==> src/rtl/vinsn_dispatcher.sv <==
// Vector instruction dispatcher: scoreboards in-flight IDs and registers,
// then hands each instruction to the operand requester and its VFU.
package vinsn_pkg;
  localparam int NrVFU = 3;
  localparam int InsnIDNum = 8;
  localparam int VS1 = 0;
  localparam int VS2 = 1;
  localparam int VD = 2;

  typedef logic [$clog2(InsnIDNum)-1:0] insn_id_t;
  typedef logic [4:0] vreg_t;
  typedef logic [1:0] vew_t;
  typedef logic [7:0] vlen_t;

  typedef enum logic [2:0] {
    VADD, VSUB, VAND, VOR, VLE, VSE
  } vop_e;

  typedef enum logic [1:0] {
    VALU, VLDU, VSU
  } vfu_e;

  typedef struct packed {
    insn_id_t          insn_id;
    vop_e              vop;
    logic [2:0][4:0]   vs;
    logic [2:0]        use_vs;
    logic [2:0][1:0]   vew;
    vlen_t             vl;
    vlen_t             vstart;
    logic [31:0]       scalar_op;
  } issue_req_t;

  typedef struct packed {
    logic [2:0][4:0]   vs;
    logic [2:0][1:0]   vew;
    vlen_t             vl;
    vlen_t             vstart;
    logic [2:0]        queue_req;
`ifdef DUMP_VRF_ACCESS
    insn_id_t          insn_id;
`endif
  } op_req_t;

  typedef struct packed {
    vop_e              vop;
    vew_t              vew_vd;
    vreg_t             vd;
    vlen_t             vl;
    vlen_t             vstart;
    logic [2:0]        use_vs;
    logic [31:0]       scalar_op;
    insn_id_t          insn_id;
  } vfu_req_t;

  // Loads take no VRF operands; everything else reads what it uses.
  function automatic logic [2:0] get_op_queue(
    input vop_e vop, input logic [2:0] use_vs);
    return (vop == VLE) ? 3'b000 : use_vs;
  endfunction

  function automatic vfu_e get_vfu_by_vop(input vop_e vop);
    vfu_e f;
    unique case (vop)
      VLE:     f = VLDU;
      VSE:     f = VSU;
      default: f = VALU;
    endcase
    return f;
  endfunction
endpackage

module vinsn_dispatcher
  import vinsn_pkg::*;
#(
  parameter int HazardCheck = 1
) (
  input  logic                 clk_i,
  input  logic                 rst_i,
  input  logic                 issue_valid_i,
  output logic                 issue_ready_o,
  input  issue_req_t           issue_req_i,
  output logic                 op_req_valid_o,
  input  logic                 op_req_ready_i,
  output op_req_t              op_req_o,
  output logic [NrVFU-1:0]     vfu_req_valid_o,
  input  logic [NrVFU-1:0]     vfu_req_ready_i,
  output vfu_req_t             vfu_req_o,
  input  logic [InsnIDNum-1:0] insn_done_i,
  output logic                 nop_done_valid_o,
  output insn_id_t             nop_done_id_o,
  output logic                 busy_o
);

  typedef enum logic {IDLE, DISPATCH} state_e;

  state_e                         state;
  issue_req_t                     req_q;
  logic                           op_pend;
  logic                           vfu_pend;
  logic [InsnIDNum-1:0]           tbl_valid;
  logic [InsnIDNum-1:0]           tbl_wr;
  logic [InsnIDNum-1:0][4:0]      tbl_vd;

  logic       hazard;
  logic       new_wr;
  logic       is_nop;
  logic       accept;
  logic       op_fire;
  logic       vfu_fire;
  logic       op_next;
  logic       vfu_next;
  logic [2:0] new_queue;
  vfu_e       vfu_sel;
  logic [NrVFU-1:0] vfu_onehot;

  assign new_wr    = (issue_req_i.vop != VSE);
  assign is_nop    = (issue_req_i.vstart >= issue_req_i.vl);
  assign new_queue = get_op_queue(issue_req_i.vop,
                                  issue_req_i.use_vs);

  always_comb begin
    hazard = 1'b0;
    if (HazardCheck != 0) begin
      for (int k = 0; k < InsnIDNum; k++) begin
        if (tbl_valid[k] && tbl_wr[k]) begin
          for (int i = 0; i < 3; i++) begin
            if (issue_req_i.use_vs[i] &&
                issue_req_i.vs[i] == tbl_vd[k])
              hazard = 1'b1;
          end
          if (new_wr && issue_req_i.vs[VD] == tbl_vd[k])
            hazard = 1'b1;
        end
      end
    end
  end

  assign issue_ready_o = !rst_i && (state == IDLE) &&
                         !tbl_valid[issue_req_i.insn_id] &&
                         !hazard;
  assign accept = issue_valid_i && issue_ready_o;

  assign vfu_sel = get_vfu_by_vop(req_q.vop);

  always_comb begin
    vfu_onehot = '0;
    vfu_onehot[vfu_sel] = 1'b1;
  end

  assign op_req_valid_o  = !rst_i && (state == DISPATCH) && op_pend;
  assign vfu_req_valid_o = (!rst_i && (state == DISPATCH) && vfu_pend)
                           ? vfu_onehot : '0;

  assign op_fire  = op_req_valid_o && op_req_ready_i;
  assign vfu_fire = |(vfu_req_valid_o & vfu_req_ready_i);
  assign op_next  = op_pend && !op_fire;
  assign vfu_next = vfu_pend && !vfu_fire;

  always_comb begin
    op_req_o           = '0;
    op_req_o.vs        = req_q.vs;
    op_req_o.vew       = req_q.vew;
    op_req_o.vl        = req_q.vl;
    op_req_o.vstart    = req_q.vstart;
    op_req_o.queue_req = get_op_queue(req_q.vop, req_q.use_vs);
`ifdef DUMP_VRF_ACCESS
    op_req_o.insn_id   = req_q.insn_id;
`endif
  end

  always_comb begin
    vfu_req_o           = '0;
    vfu_req_o.vop       = req_q.vop;
    vfu_req_o.vew_vd    = req_q.vew[VD];
    vfu_req_o.vd        = req_q.vs[VD];
    vfu_req_o.vl        = req_q.vl;
    vfu_req_o.vstart    = req_q.vstart;
    vfu_req_o.use_vs    = req_q.use_vs;
    vfu_req_o.scalar_op = req_q.scalar_op;
    vfu_req_o.insn_id   = req_q.insn_id;
  end

  assign busy_o = !rst_i && ((state == DISPATCH) || (|tbl_valid));

  always_ff @(posedge clk_i) begin
    if (rst_i) begin
      state            <= IDLE;
      op_pend          <= 1'b0;
      vfu_pend         <= 1'b0;
      tbl_valid        <= '0;
      nop_done_valid_o <= 1'b0;
    end else begin
      nop_done_valid_o <= accept && is_nop;
      if (accept)
        nop_done_id_o <= issue_req_i.insn_id;
      // A set in the same edge overrides the done clear.
      tbl_valid <= tbl_valid & ~insn_done_i;
      if (accept && !is_nop) begin
        tbl_valid[issue_req_i.insn_id] <= 1'b1;
        tbl_wr[issue_req_i.insn_id]    <= new_wr;
        tbl_vd[issue_req_i.insn_id]    <= issue_req_i.vs[VD];
      end
      unique case (state)
        IDLE: begin
          if (accept && !is_nop) begin
            req_q    <= issue_req_i;
            op_pend  <= |new_queue;
            vfu_pend <= 1'b1;
            state    <= DISPATCH;
          end
        end
        DISPATCH: begin
          op_pend  <= op_next;
          vfu_pend <= vfu_next;
          if (!op_next && !vfu_next)
            state <= IDLE;
        end
        default: state <= IDLE;
      endcase
    end
  end

endmodule

==> config.mk <==
export PLATFORM = sky130hd
export DESIGN_NAME = vinsn_dispatcher
export DESIGN_NICKNAME = d
export VERILOG_FILES = /design/src/rtl/vinsn_dispatcher.sv
export SDC_FILE = /design/constraint.sdc
export NUM_CORES = 1
export LEC_CHECK = 0
export CORE_MARGIN = 2
export CORE_UTILIZATION = 42
export DETAILED_ROUTE_END_ITERATION = 8
export GPL_TIMING_DRIVEN = 0
export PLACE_DENSITY = 0.79
export RECOVER_POWER = 100
export SLEW_MARGIN = 10
export SYNTH_ARGS = -nofsm -noshare
export SYNTH_HDL_FRONTEND = slang
export SYNTH_SLANG_ARGS = --single-unit
export TNS_END_PERCENT = 30
==> constraint.sdc <==
create_clock -name clk_i -period 4.25 [get_ports clk_i]
set_input_delay 0.85 -clock clk_i [delete_from_list [all_inputs] [get_ports clk_i]]
set_output_delay 0.85 -clock clk_i [all_outputs]
set_load 0.03 [all_outputs]
==> summary.md <==
| Metric | Value |
|---|---|
| Avg WL per Cell | 21.3 um |
| Initial antenna violation count | 4 |
| Drt total wl | 19.8 mm |
| Number of max-cap violations | 0 |
| # IOs | 207 |
| Initial DRC Count | 391 |
| Pre-Repair DR Iteration Count | 6 |
| Post-CTS Hold Fix Bufs | 0 |
| YS warnings | 0 |
| Worst Hold Class | reg -> reg |
| CTS Buf Count | 17 |
| Dpl cell area | 0.00898 sq mm |
| Commonest register cell after synthesis | edfxtp_1 |
| Worst-margin pin slew | about 0.8 ns |
| Clock skew | 0.00793 ns |
| Peak supply drop | 297 uV |
| Root cell of the clock tree | clkbuf_16 |
| Crit path max-delay cell type | dlygate4sd3_1 |
| First-pass GRT wire length | 28.0 mm |
| Largest stage delay, worst path | 0.56 ns |
| Final worst path period share | 97.7% |
| RD Place Congestion | just under 0.9 |
| Hold path depth | 2 |
| Reg-to-reg startpoint | tbl_valid[7]$_SDFF_PP0_ |
| GR Overflow Total | 0 |
| Post-synth top cells | edfxtp_1 (129), xnor2_1 (90), xor2_1 (30) |
| Fillcell total | 1154 |
| FF-to-FF setup slack | 0.99 ns |
| Die ar. | ~0.017 sq mm |
| HPWL Detailed | 14.4 mm |
| Post-Syn Nets | around 580 |
| RSZ-0062 raised after global routing | false |
| Synth-to-layout area growth | 44.2% |
| Critical path cell sequence | dlygate4sd3_1 -> buf_2 -> xnor2_1 -> nand4_1 -> o22ai_1 -> a311oi_1 -> nand3_1 -> nor3_1 -> dlygate4sd2_1 |
| Die H | 129 um |
| Critical R2R Capture | op_req_o[30]$_DFFE_PP_ |
| Syn avg cell area | 13.9 sq um |
| # rows | 45 |
| Largest net degree at the start of global routing | 33 |
| Top delay family on crit path | buffers and inverters |
| Final ANT Viol Nets | 0 |
| Vias in the first global route | 5015 |
| Top-count cell post-synth | edfxtp_1 |
| Area of the mapped netlist | 0.00661 sq mm |
| # port buffers | 206 |
| Relative slew slack | 47.3% |
| Area of the core | 0.0153 sq mm |
| CP Launch Type | primary input |
| Final setup viols | 0 |
| Gate Count Post-Synth | 475 |
| Register Area | 0.00411 sq mm |
| Total track usage | between 20% and 30% |
| Sequential share of the synthesized area | 62.3% |
| Post-layout minimum cycle time | 4.15 ns |
| Reg2Reg Depth | 10 |
| Ys async rst share | 0% |
| Clk sinks | 141 |
| Vias per cell | 5.24 |
| Overall power | 3.51 mW |
| CP Capture Type | output pin |
| Outcome | complete, no violations |
| Hold EP | vfu_pend$_SDFFE_PP0P_ |
| CP Class | in -> out |
| Post-route cell area | 0.00953 sq mm |
| Placed cell count | just under 900 |
| H-tree depth | 4 |
| Synth top area share | 58.6% |
| Reg clk slew, reported paths | 0.06 ns |
| Crit-path max FO | 8 |
| Layout cell share with drive strength beyond 1 | roughly 13% |
| Non-Filler Instances | 931 |
| Worst Path Required | about 3.4 ns |
| Multi-input gate area | 0.00212 sq mm |
| Final Hold Fails | 0 |
| Initial Utilization | 43.1% |
| Unique masters post-synth | between 50 and 60 |
| Clk_lat worst skew | 0.42 ns |
| EDFF count, synth | 129 |
| Slew Viols, Final | 0 |
| Leak | 3.27 nW |
| Crit path DAT | between 3 and 4 ns |
| Area contributors post-synth | edfxtp_1 (59%), xnor2_1 (12%), xor2_1 (4.0%), dfxtp_1 (3.6%), buf_4 (3.2%) |
| Nets | about 810 |
| CTS max path bufs | 2 |
| Worst Path Buf+Inv | 3 |
| PwrDens | between 300 and 400 mW/mm^2 |
| Fmax achieved | 241 MHz |
| Die width | 129 um |
| Drt drc | 0 |
| Via count | 4876 |
| Leading area contributor after synthesis | edfxtp_1 |
| Register bit total from synthesis | 141 |
| Min-delay src | vfu_pend$_SDFFE_PP0P_ |
| CTS tree | yes |
==> what timing repair did <==
action,CTS,global route
pin swaps,1,0
setup endpoints to repair,63,32
gates cloned,0,1
buffers inserted,1,0
gates resized for setup,11,3
==> cell usage in the layout (no fill, tap or decap), types with 3 or more instances in the layout <==
cell / instances
clkinv_4: 3
or3_1: 3
nor3_1: 8
nand2b_1: 4
dlygate4sd2_1: 3
o22ai_1: 6
a21oi_1: 4
dfxtp_1: 12
nor4_1: 8
nor3_2: 3
nand4_1: 29
nor2_1: 12
nand3_1: 9
buf_4: 28
clkbuf_1: 3
or2_2: 3
clkdlybuf4s50_1: 16
ha_1: 8
clkinv_2: 3
buf_2: 11
or3b_2: 4
dlygate4sd3_1: 184
edfxtp_1: 129
nand2_1: 13
nor2b_1: 6
xor2_1: 30
clkinvlp_4: 4
diode_2: 3
inv_1: 15
o32ai_1: 3
o31ai_1: 4
clkbuf_16: 17
xnor2_1: 90
==> sequential cells by signal, summed over array words and instances (netlist names) <==
register / count
nop_done_valid_o: 1
tbl_wr: 8
tbl_valid: 8
vfu_req_o: 41
nop_done_id_o: 3
state: 1
vfu_pend: 1
op_req_o: 37
tbl_vd: 40
op_pend: 1
==> cells by family (layout without fill, tap and decap cells) <==
family | after synthesis | count (layout) | share of synthesized area, %
AOI/OAI and AO/OA | 32 | 32 | 4.32
xor gates and xnor gates | 120 | 120 | 15.9
adders and majority gates | 8 | 8 | 1.51
buffers and inverters | 59 | 301 | 5.26
DFF | 141 | 141 | 62.3
muxes | 3 | 3 | 0.644
other | 0 | 3 | 0
and+or+nand+nor | 112 | 112 | 10.1
==> through the flow <==
step	hold slack (ns)	utilization, %	setup slack [ns]	TNS [ns]
2_1_floorplan	0.440	-	0.380	0
3_5_place_dp	0.500	58.7	-0.632	-52.44
6_report	0.518	62.2	0.0997	0
3_3_place_gp	0.457	58.4	-1.29	-107.31
4_1_cts	0.507	62.5	0.00903	0
5_1_grt	0.555	62.2	0.00352	0
==> routing by layer <==
layer  global-route usage (%)  routed length, um  up-vias
li1                         -                  -     2175
met1                     24.5               7070     2399
met2                     41.6              10200      250
met3                     7.64               1830       50
met4                     10.9                651        2
met5                        0                 13        -
==> power by group <==
group          switching [mW]  total (mW)  internal [mW]
Sequential             0.0213        1.59           1.57
Clock                   0.565        1.43          0.862
Combinational           0.285       0.493          0.208
==> layout make-up <==
type,count,share of cell area (%)
repair inverters,1,0.0525
well taps,211,2.77
clock inverters,14,1.52
diodes,3,0.0788
clock buffers,18,4.50
multi-input cells,275,22.3
plain buffers,43,3.02
flip-flops and latches,141,43.2
inverters,16,0.670
repair buffers,209,22.0
==> how the worst max path moves through the flow <==
stage                                from                endpoint  slack [ns]  depth (start not counted)
after floorplan           issue_req_i[71]    op_pend$_SDFFE_PP0P_        0.38                         10
after global placement    issue_req_i[68]    op_pend$_SDFFE_PP0P_       -1.29                         11
after detailed placement  issue_req_i[69]  op_req_o[34]$_DFFE_PP_       -0.63                         12
after CTS                 issue_req_i[75]  op_req_o[28]$_DFFE_PP_       0.009                         11
after global routing      issue_req_i[70]           issue_ready_o       0.004                          9
final                     issue_req_i[58]           issue_ready_o         0.1                          9
==> tightest hold or removal path, stage by stage (launching register included) <==
cell and delay (ns):
dfxtp_1 0.30, inv_1 0.08, a21oi_1 0.09
Note: power is estimated with default switching activity, not from simulation.
